--- src/rtl/add_unit_scheduler_pkg.sv ---
// rtl/add_unit_scheduler_pkg.sv - shared widths and pipeline record types for the add unit scheduler
package add_unit_scheduler_pkg;

    localparam int DATA_W      = 32;
    localparam int NUM_REQ_DEF = 4;
    localparam int TAG_W_DEF   = 4;

    // Stage 1: operands as presented to the adder; b is already inverted for subtract.
    typedef struct packed {
        logic                 valid;
        logic [DATA_W-1:0]    a;
        logic [DATA_W-1:0]    b_eff;
        logic                 cin;
        logic [TAG_W_DEF-1:0] tag;
    } s1_rec_t;

    // Stage 2: finished result waiting for the common data bus.
    typedef struct packed {
        logic                 valid;
        logic [DATA_W-1:0]    data;
        logic                 carry;
        logic [TAG_W_DEF-1:0] tag;
    } s2_rec_t;

endpackage

--- src/rtl/add_unit_scheduler_rr_arbiter.sv ---
// rtl/add_unit_scheduler_rr_arbiter.sv - round-robin grant: first set request at or after ptr
// Ports: req (NUM_REQ) and ptr in; grant (one-hot, zero when no request) and grant_idx out.
module rr_arbiter #(
    parameter int NUM_REQ = 4,
    parameter int PTR_W   = $clog2(NUM_REQ)
) (
    input  logic [NUM_REQ-1:0] req,
    input  logic [PTR_W-1:0]   ptr,
    output logic [NUM_REQ-1:0] grant,
    output logic [PTR_W-1:0]   grant_idx
);

    always_comb begin
        int         idx;
        logic       found;
        logic [PTR_W-1:0] idx_v;
        idx       = 0;
        idx_v     = '0;
        found     = 1'b0;
        grant     = '0;
        grant_idx = '0;
        for (int i = 0; i < NUM_REQ; i++) begin
            idx = int'(ptr) + i;
            if (idx >= NUM_REQ) begin
                idx = idx - NUM_REQ;
            end
            idx_v = PTR_W'(idx);
            if (!found && req[idx_v]) begin
                found        = 1'b1;
                grant[idx_v] = 1'b1;
                grant_idx    = idx_v;
            end
        end
    end

endmodule

--- src/rtl/cla_adder_32.sv ---
// rtl/cla_adder_32.sv - 32-bit carry-lookahead adder, 4-bit lookahead groups
// Ports: a, b, cin in; sum, cout out. Purely combinational.
module cla_adder_32 (
    input  logic [31:0] a,
    input  logic [31:0] b,
    input  logic        cin,
    output logic [31:0] sum,
    output logic        cout
);

    logic [31:0] g;
    logic [31:0] p;
    logic [32:0] c;

    assign g = a & b;
    assign p = a ^ b;

    always_comb begin
        int   b0;
        logic gg;
        logic pp;
        b0   = 0;
        gg   = 1'b0;
        pp   = 1'b0;
        c    = '0;
        c[0] = cin;
        for (int grp = 0; grp < 8; grp++) begin
            b0 = 4 * grp;
            c[b0+1] = g[b0] | (p[b0] & c[b0]);
            c[b0+2] = g[b0+1] | (p[b0+1] & g[b0]) | (p[b0+1] & p[b0] & c[b0]);
            c[b0+3] = g[b0+2] | (p[b0+2] & g[b0+1]) | (p[b0+2] & p[b0+1] & g[b0])
                    | (p[b0+2] & p[b0+1] & p[b0] & c[b0]);
            // Group generate/propagate lets the carry skip the whole nibble.
            gg = g[b0+3] | (p[b0+3] & g[b0+2]) | (p[b0+3] & p[b0+2] & g[b0+1])
               | (p[b0+3] & p[b0+2] & p[b0+1] & g[b0]);
            pp = &p[b0 +: 4];
            c[b0+4] = gg | (pp & c[b0]);
        end
    end

    assign sum  = p ^ c[31:0];
    assign cout = c[32];

endmodule

--- src/rtl/add_unit_scheduler.sv ---
// rtl/add_unit_scheduler.sv - two-stage add/sub unit shared by NUM_REQ reservation stations
// Ports: clk, rst_n (async, active-low); per-requester req_valid/req_ready/req_a/req_b/req_sub/req_tag;
//        flush; result side res_valid/res_ready/res_data/res_carry/res_tag; busy.
module add_unit_scheduler
    import add_unit_scheduler_pkg::*;
#(
    parameter int NUM_REQ = NUM_REQ_DEF,
    parameter int TAG_W   = TAG_W_DEF
) (
    input  logic                     clk,
    input  logic                     rst_n,
    input  logic [NUM_REQ-1:0]       req_valid,
    output logic [NUM_REQ-1:0]       req_ready,
    input  logic [NUM_REQ*32-1:0]    req_a,
    input  logic [NUM_REQ*32-1:0]    req_b,
    input  logic [NUM_REQ-1:0]       req_sub,
    input  logic [NUM_REQ*TAG_W-1:0] req_tag,
    input  logic                     flush,
    output logic                     res_valid,
    input  logic                     res_ready,
    output logic [31:0]              res_data,
    output logic                     res_carry,
    output logic [TAG_W-1:0]         res_tag,
    output logic                     busy
);

    localparam int PTR_W = $clog2(NUM_REQ);

    s1_rec_t          s1;
    s2_rec_t          s2;
    logic [PTR_W-1:0] rr_ptr;
    logic [PTR_W-1:0] rr_next;

    logic [NUM_REQ-1:0] grant;
    logic [PTR_W-1:0]   grant_idx;
    logic               s2_adv;
    logic               s1_accept;
    logic               xfer;

    logic [DATA_W-1:0]  sel_a;
    logic [DATA_W-1:0]  sel_b;
    logic               sel_sub;
    logic [TAG_W-1:0]   sel_tag;

    logic [DATA_W-1:0]  sum;
    logic               cout;

    rr_arbiter #(
        .NUM_REQ (NUM_REQ),
        .PTR_W   (PTR_W)
    ) u_arb (
        .req       (req_valid),
        .ptr       (rr_ptr),
        .grant     (grant),
        .grant_idx (grant_idx)
    );

    cla_adder_32 u_cla (
        .a    (s1.a),
        .b    (s1.b_eff),
        .cin  (s1.cin),
        .sum  (sum),
        .cout (cout)
    );

    assign s2_adv    = !s2.valid || res_ready;
    assign s1_accept = !s1.valid || s2_adv;

    // rst_n gates the grant so nothing appears accepted while the pipeline is held in reset.
    assign req_ready = (rst_n && !flush && s1_accept) ? grant : '0;
    assign xfer      = |req_ready;

    assign sel_a   = req_a[grant_idx*DATA_W +: DATA_W];
    assign sel_b   = req_b[grant_idx*DATA_W +: DATA_W];
    assign sel_sub = req_sub[grant_idx];
    assign sel_tag = req_tag[grant_idx*TAG_W +: TAG_W];

    always_comb begin
        rr_next = '0;
        if (grant_idx != PTR_W'(NUM_REQ - 1)) begin
            rr_next = grant_idx + 1'b1;
        end
    end

    always_ff @(posedge clk or negedge rst_n) begin
        if (!rst_n) begin
            s1     <= '0;
            s2     <= '0;
            rr_ptr <= '0;
        end else if (flush) begin
            s1.valid <= 1'b0;
            s2.valid <= 1'b0;
        end else begin
            if (s2_adv) begin
                s2.valid <= s1.valid;
                s2.data  <= sum;
                s2.carry <= cout;
                s2.tag   <= s1.tag;
            end
            if (s1_accept) begin
                s1.valid <= xfer;
                if (xfer) begin
                    s1.a     <= sel_a;
                    // Subtract is a + ~b + 1, so the inversion and carry-in are fixed at issue.
                    s1.b_eff <= sel_sub ? ~sel_b : sel_b;
                    s1.cin   <= sel_sub;
                    s1.tag   <= TAG_W_DEF'(sel_tag);
                end
            end
            if (xfer) begin
                rr_ptr <= rr_next;
            end
        end
    end

    assign res_valid = s2.valid;
    assign res_data  = s2.data;
    assign res_carry = s2.carry;
    assign res_tag   = TAG_W'(s2.tag);
    assign busy      = s1.valid || s2.valid;

endmodule
--- config.mk ---
export PLATFORM = sky130hd
export DESIGN_NAME = add_unit_scheduler
export DESIGN_NICKNAME = d
export VERILOG_FILES = /design/src/rtl/add_unit_scheduler_pkg.sv /design/src/rtl/add_unit_scheduler_rr_arbiter.sv /design/src/rtl/cla_adder_32.sv /design/src/rtl/add_unit_scheduler.sv
export SDC_FILE = /design/constraint.sdc
export NUM_CORES = 1
export LEC_CHECK = 0
export CAP_MARGIN = 20
export CORE_UTILIZATION = 44
export CTS_CLUSTER_DIAMETER = 40
export CTS_CLUSTER_SIZE = 30
export DETAILED_ROUTE_END_ITERATION = 7
export GPL_TIMING_DRIVEN = 0
export PLACE_DENSITY = 0.81
export SLEW_MARGIN = 20
export SYNTH_ARGS = -nofsm -noshare
export SYNTH_HDL_FRONTEND = slang
export SYNTH_SLANG_ARGS = --single-unit
--- constraint.sdc ---
create_clock -name clk -period 4.3 [get_ports clk]
set_input_delay 0.43 -clock clk [delete_from_list [all_inputs] [get_ports clk]]
set_output_delay 0.43 -clock clk [all_outputs]
set_load 0.03 [all_outputs]
==> results of run 1 <==
## through the flow
| step | hold slack [ns] | power, mW | std cells |
|---|---|---|---|
| 2_1_floorplan | 0.134 | 7.41 | 840 |
| 6_report | -0.0137 | 10.6 | 1411 |
| 4_1_cts | 0.00613 | 10.6 | 1411 |
| 3_3_place_gp | 0.440 | 9.51 | 1395 |
| 3_5_place_dp | 0.389 | 9.74 | 1396 |
| 5_1_grt | 0.0158 | 11.4 | 1411 |
## layout make-up
type	count	area [um^2]
buffer	58	332
clock buffer	14	254
clock inverter	1	30.0
fill	1466	6050
inverter	17	63.8
multi-input combinational	655	4890
sequential	110	2750
tap	229	287
timing repair buffer	327	3300
## cells in the mapped netlist, types with 2 or more instances
library cell / n
nand2_1: 157
dfrtp_1: 110
a21oi_1: 56
xnor2_1: 48
nor2_1: 44
a211oi_1: 39
ha_1: 39
a31oi_1: 38
mux4_2: 37
and2_1: 35
o21ai_0: 34
clkbuf_1: 27
mux2_2: 20
buf_2: 16
inv_1: 16
mux2_1: 16
buf_6: 11
fa_1: 8
a21o_1: 7
nand3_1: 6
o21a_1: 6
a221oi_1: 5
nand3b_1: 5
or2_2: 5
and3_1: 4
nand2b_1: 4
nand4_1: 4
nor3_1: 4
o31ai_1: 4
xor2_1: 4
buf_4: 3
o211ai_1: 3
o31a_1: 3
and4_1: 2
nor2b_1: 2
o21ai_1: 2
o21bai_1: 2
## layer usage
metal	global-route usage, %	vias up
met1	37.1	3766
met5	0	-
met3	3.90	53
met2	53.4	361
li1	-	3685
met4	10.2	0
## registers in the layout, indices dropped and copies added, names as in the netlist, named ones only
register	flops
res_data	32
res_valid	1
res_carry	1
s1	70
rr_ptr	1
res_tag	4
## cell usage in the layout, fill, tap and decap left out, types with 3 or more instances in the layout
master / Yosys / final
buf_2: 16 / 16
ha_1: 39 / 39
a21oi_1: 56 / 56
o31ai_1: 4 / 4
mux2_2: 20 / 20
nand3_1: 6 / 6
a221oi_1: 5 / 5
xor2_1: 4 / 4
mux2_1: 16 / 16
o31a_1: 3 / 3
buf_6: 11 / 12
a211oi_1: 39 / 39
a21o_1: 7 / 7
nor2_1: 44 / 44
buf_4: 3 / 3
inv_1: 16 / 16
a31oi_1: 38 / 38
nand2_1: 157 / 157
nor3_1: 4 / 4
clkbuf_1: 27 / 31
clkbuf_16: 0 / 9
mux4_2: 37 / 37
o211ai_1: 3 / 3
and3_1: 4 / 4
nand3b_1: 5 / 5
dfrtp_1: 110 / 110
and2_1: 35 / 35
or2_2: 5 / 5
nand4_1: 4 / 4
clkdlybuf4s50_1: 0 / 321
o21a_1: 6 / 6
dlymetal6s2s_1: 0 / 4
fa_1: 8 / 8
o21ai_0: 34 / 34
nand2b_1: 4 / 4
xnor2_1: 48 / 48
## where the power goes
group / total [mW] / internal (mW) / leakage, nW / switching [mW]
clock network: 0.836 / 0.466 / 0.137 / 0.370
logic: 7.80 / 3.48 / 3.47 / 4.32
registers: 1.97 / 1.61 / 1.29 / 0.366
## cell families (layout without fill, tap and decap cells)
family	count (synthesis)	after routing	synth area share, %
and+or+nand+nor	277	277	15.7
AOI/OAI and AO/OA	206	206	16.0
DFF	110	110	34.2
buffers and inverters	75	417	4.92
muxes	73	73	15.4
xor gates and xnor gates	52	52	5.66
adders and majority gates	47	47	8.06
## worst paths after layout
path	startpoint	endpoint	slack, ns	cells past startpoint
hold reg to reg	res_data[28]$_DFFE_PN0P_	res_data[28]$_DFFE_PN0P_	0.48	2
setup / recovery	flop	s1[50]$_DFFE_PN0P_	0.33	12
min in group clk	res_data[28]$_DFFE_PN0P_	res_data[28]$_DFFE_PN0P_	0.48	2
max in group asynchronous	rst_n	s1[9]$_DFFE_PN0P_	3.63	2
hold / removal	rst_n	s1[21]$_DFFE_PN0P_	-0.01	1
setup reg to reg	flop	s1[50]$_DFFE_PN0P_	0.33	12
## repair_timing
item | CTS | global route
gates resized for setup | 0 | 4
hold buffers | 0 | 0
setup buffers | 0 | 0
setup endpoints to repair | 0 | 4
==> out/qor.csv, run 1 <==
metric;value;unit
status;finished, violations left;
violations;negative hold slack;
fmax;252;MHz
max_stage_delay;0.60;ns
yosys.area.top_type;dfrtp_1;
fin_area;11900;um^2
netlist_instances;840;
leakage;4.89;nW
path_class;flop to flop;
postPlaceCellArea;11600;um^2
yosysSeqAreaShare;34.2;%
syn_to_final_growth;48.2;%
drt-initial-drc-count;520;
grt_pass1_wl;41500;um
pre_cts_slack;0.353;ns
port_buffers;326;
tns;0;ns
clock_sinks;110;
grt_usage;29.9;%
cts_tree;yes;
critical_path.startpoint_type;flop;
dp.final_hpwl;21900;um
route.met3.wl;1820;um
period_minus_slack;3.97;ns
drt-total-wl;27900;um
final_util;66.3;%
yosysWarnings;0;
cts-root-buf;clkbuf_16;
holdWs;-0.0137;ns
syn_nets;1171;
synth_edf_count;0;
cp_common_cell;clkbuf_1;
maxSlewViolCount;0;
clkTransAtPathRegs;0.07;ns
setup_viol;0;
htreeDepth;3;
cp.required;4.60;ns
vias;7865;
wl_met1;11300;um
routabilityCongestion;0.923;
crit_chain;buf_6, inv_1, ha_1, nand2_1, a21oi_1, o22a_1, clkbuf_1, clkbuf_1, clkbuf_1, a211oi_1, a31oi_1, mux2_1;
crit_slowest_cell;clkbuf_1;
hold_viol_final;6;
drive_above_1_share;9.14;%
die_x;137;um
start_util;44.8;%
power_density;891;nW/um^2
clock_latency;0.36;ns
synth.top_cell.area_share;34.2;%
numCtsBuffers;9;
postSynthAreaPerCell;9.57;um^2
peakVddDrop;0.405;mV
grt_max_degree;69;
num_antenna_cells;0;
grt_pass1_vias;7958;
fin_ws;0.326;ns
syn_area;8040;um^2
fp-row-count;49;
clk_path_buf_depth;2;
maxCapViolCount;0;
dr_wl_met2;14100;um
final_nets;1509;
synth_area_leaders;dfrtp_1 34%, mux4_2 10%, nand2_1 7.3%;
drc_errors;0;
path_max_fanout;10;
crit_buf_inv;5;
rsz0062_at_grt;false;
top_layer;met4;
synth_seq_cells;110;
finClkSkew;0.00884;ns
firstDrtPassIters;5;
slew_headroom;43.3;%
arrival;4.27;ns
grt_antenna_before_repair;0;
crit_family;buffers and inverters;
worst_slew_pin_slew;0.851;ns
ios;327;
coreArea;18000;um^2
hp-class;input port to async pin;
yosysUniqueCellTypes;51;
gr-total-overflow;0;
min_period_over_period;92.4;%
crit_path_end_kind;flop;
async_reset_ff_share;100;%
dieArea;18800;um^2
wl_per_cell;19.8;um
vias_per_cell;5.57;
ant_nets;0;
ys.flop_type;dfrtp_1;
die_h;137;um
Note: power is estimated with default switching activity, not from simulation.
==> inputs of run 2 (changes only) <==
- CAP_MARGIN: 20 -> 15
==> results of run 2 <==
Same layout as run 1: the final DEF is identical, and so are final timing and power.
==> inputs of run 3 (changes only) <==
--- a/config.mk
+++ b/config.mk
@@ -7,3 +7,2 @@
 export LEC_CHECK = 0
-export CAP_MARGIN = 15
 export CORE_UTILIZATION = 44
==> constraint.sdc (replaced) <==
create_clock -name clk -period 4.3 [get_ports clk]
set_input_delay 0.86 -clock clk [delete_from_list [all_inputs] [get_ports clk]]
set_output_delay 0.86 -clock clk [all_outputs]
set_load 0.03 [all_outputs]
==> out/qor.csv, run 3 (synthesis results as in run 1) <==
metric;value;unit
postPlaceCellArea;11600;um^2
max_stage_delay;0.55;ns
coreArea;18000;um^2
setup_viol;0;
crit_path_end_kind;primary output;
grt_pass1_wl;41600;um
cts-resized-gates;11;
max_flop_register;s1;
fmax;243;MHz
post_cts_buffers;0;
crit_chain;buf_6, inv_1, ha_4, mux4_2, buf_2, nand3b_1, a21oi_1, a221oi_1, or2_1, inv_1, clkdlybuf4s15_1;
die_h;137;um
ios;327;
vias;7829;
slew_headroom;44.3;%
syn_to_final_growth;48.3;%
hold_viol_final;0;
finClkSkew;0.00895;ns
worst_slew_pin_slew;0.835;ns
grt_max_degree;69;
cp_common_cell;inv_1;
path_class;flop to primary output;
status;complete, no violations;
fin_area;11900;um^2
dp_cells;1396;
crit_path_end;req_ready[2];
clock_latency;0.36;ns
vias_per_cell;5.55;
die_x;137;um
drt-total-wl;27900;um
cts_hold_buf;0;
ant_nets;0;
grt_antenna_before_repair;0;
drive_above_1_share;9.64;%
largest_reg_flops;70;
peakVddDrop;0.448;mV
rr_endpoint;s1[50]$_DFFE_PN0P_;
numCtsBuffers;9;
mostFrequentLayoutCell;clkdlybuf4s50_1;
path_max_fanout;10;
dp.final_hpwl;21900;um
dieArea;18800;um^2
hp-class;input port to async pin;
pre_cts_slack;-0.162;ns
r2r_slack;0.51;ns
reg2reg_depth;12;
gr-total-overflow;0;
period_minus_slack;4.11;ns
fin_ws;0.186;ns
cts_tree;yes;
firstDrtPassIters;5;
final_cell_mix;321 x clkdlybuf4s50_1, 157 x nand2_1, 108 x dfrtp_1, 56 x a21oi_1, 48 x xnor2_1;
clkTransAtPathRegs;0.07;ns
clk_path_buf_depth;2;
stdcell_count;1411;
critical_path.startpoint_type;flop;
routabilityCongestion;0.923;
grt_usage;29.9;%
rsz0062_at_grt;false;
clock_sinks;110;
maxCapViolCount;0;
htreeDepth;3;
fp-row-count;49;
num_antenna_cells;0;
wl_per_cell;19.8;um
arrival;3.25;ns
start_util;44.8;%
cts-root-buf;clkbuf_16;
drt-initial-drc-count;551;
port_buffers;326;
leakage;4.82;nW
cp.required;3.44;ns
grt_pass1_vias;7951;
power_density;892;nW/um^2
tns;0;ns
maxSlewViolCount;0;
min_period_over_period;95.7;%
final_nets;1509;
drc_errors;0;
crit_slowest_cell;mux4_2;
-- run 3: worst min path at each step --
stage / start / cells past startpoint / to
after CTS: rst_n / 1 / s1[21]$_DFFE_PN0P_
after detailed placement: s1[0]$_DFFE_PN0P_ / 2 / res_tag[0]$_DFFE_PN0P_
final: rst_n / 1 / s1[21]$_DFFE_PN0P_
after floorplan: s1[0]$_DFFE_PN0P_ / 2 / res_tag[0]$_DFFE_PN0P_
after global placement: s1[2]$_DFFE_PN0P_ / 2 / res_tag[2]$_DFFE_PN0P_
after global routing: rst_n / 1 / s1[21]$_DFFE_PN0P_
-- run 3: cell type report --
type	instances	area (um^2)
buffer	58	332
clock buffer	14	254
clock inverter	1	30.0
fill	1458	6040
inverter	17	63.8
multi-input combinational	655	4900
sequential	110	2760
tap	229	287
timing repair buffer	327	3300
-- run 3: metrics by stage --
stage | power (mW) | util (%) | hold slack [ns]
floorplan | 7.41 | - | 0.432
global placement | 9.51 | 64.5 | 0.440
detailed placement | 9.74 | 64.7 | 0.462
CTS | 10.6 | 66.3 | 0.436
global route | 11.5 | 66.4 | 0.446
finish | 10.6 | 66.4 | 0.416
-- run 3: power breakdown --
| part | leakage [nW] | total (mW) | switching [mW] | internal, mW |
|---|---|---|---|---|
| clock network | 0.137 | 0.838 | 0.371 | 0.466 |
| logic | 3.40 | 7.82 | 4.32 | 3.50 |
| registers | 1.28 | 1.97 | 0.365 | 1.61 |
-- run 3: metal layers --
metal / GRT usage (%) / up-vias / share of wire, %
li1: - / 3682 / -
met3: 3.90 / 46 / 5.8
met5: 0 / - / 0
met2: 53.6 / 326 / 51
met4: 9.89 / 0 / 2.4
met1: 37.1 / 3775 / 41
-- run 3: critical path, delay by kind of cell (launching register included) --
kind	cells	cell delay [ns]
fa+ha+maj	1	0.33
simple gates	2	0.44
buf+inv	5	0.93
mux	1	0.55
flops	1	0.43
compound gates	2	0.22
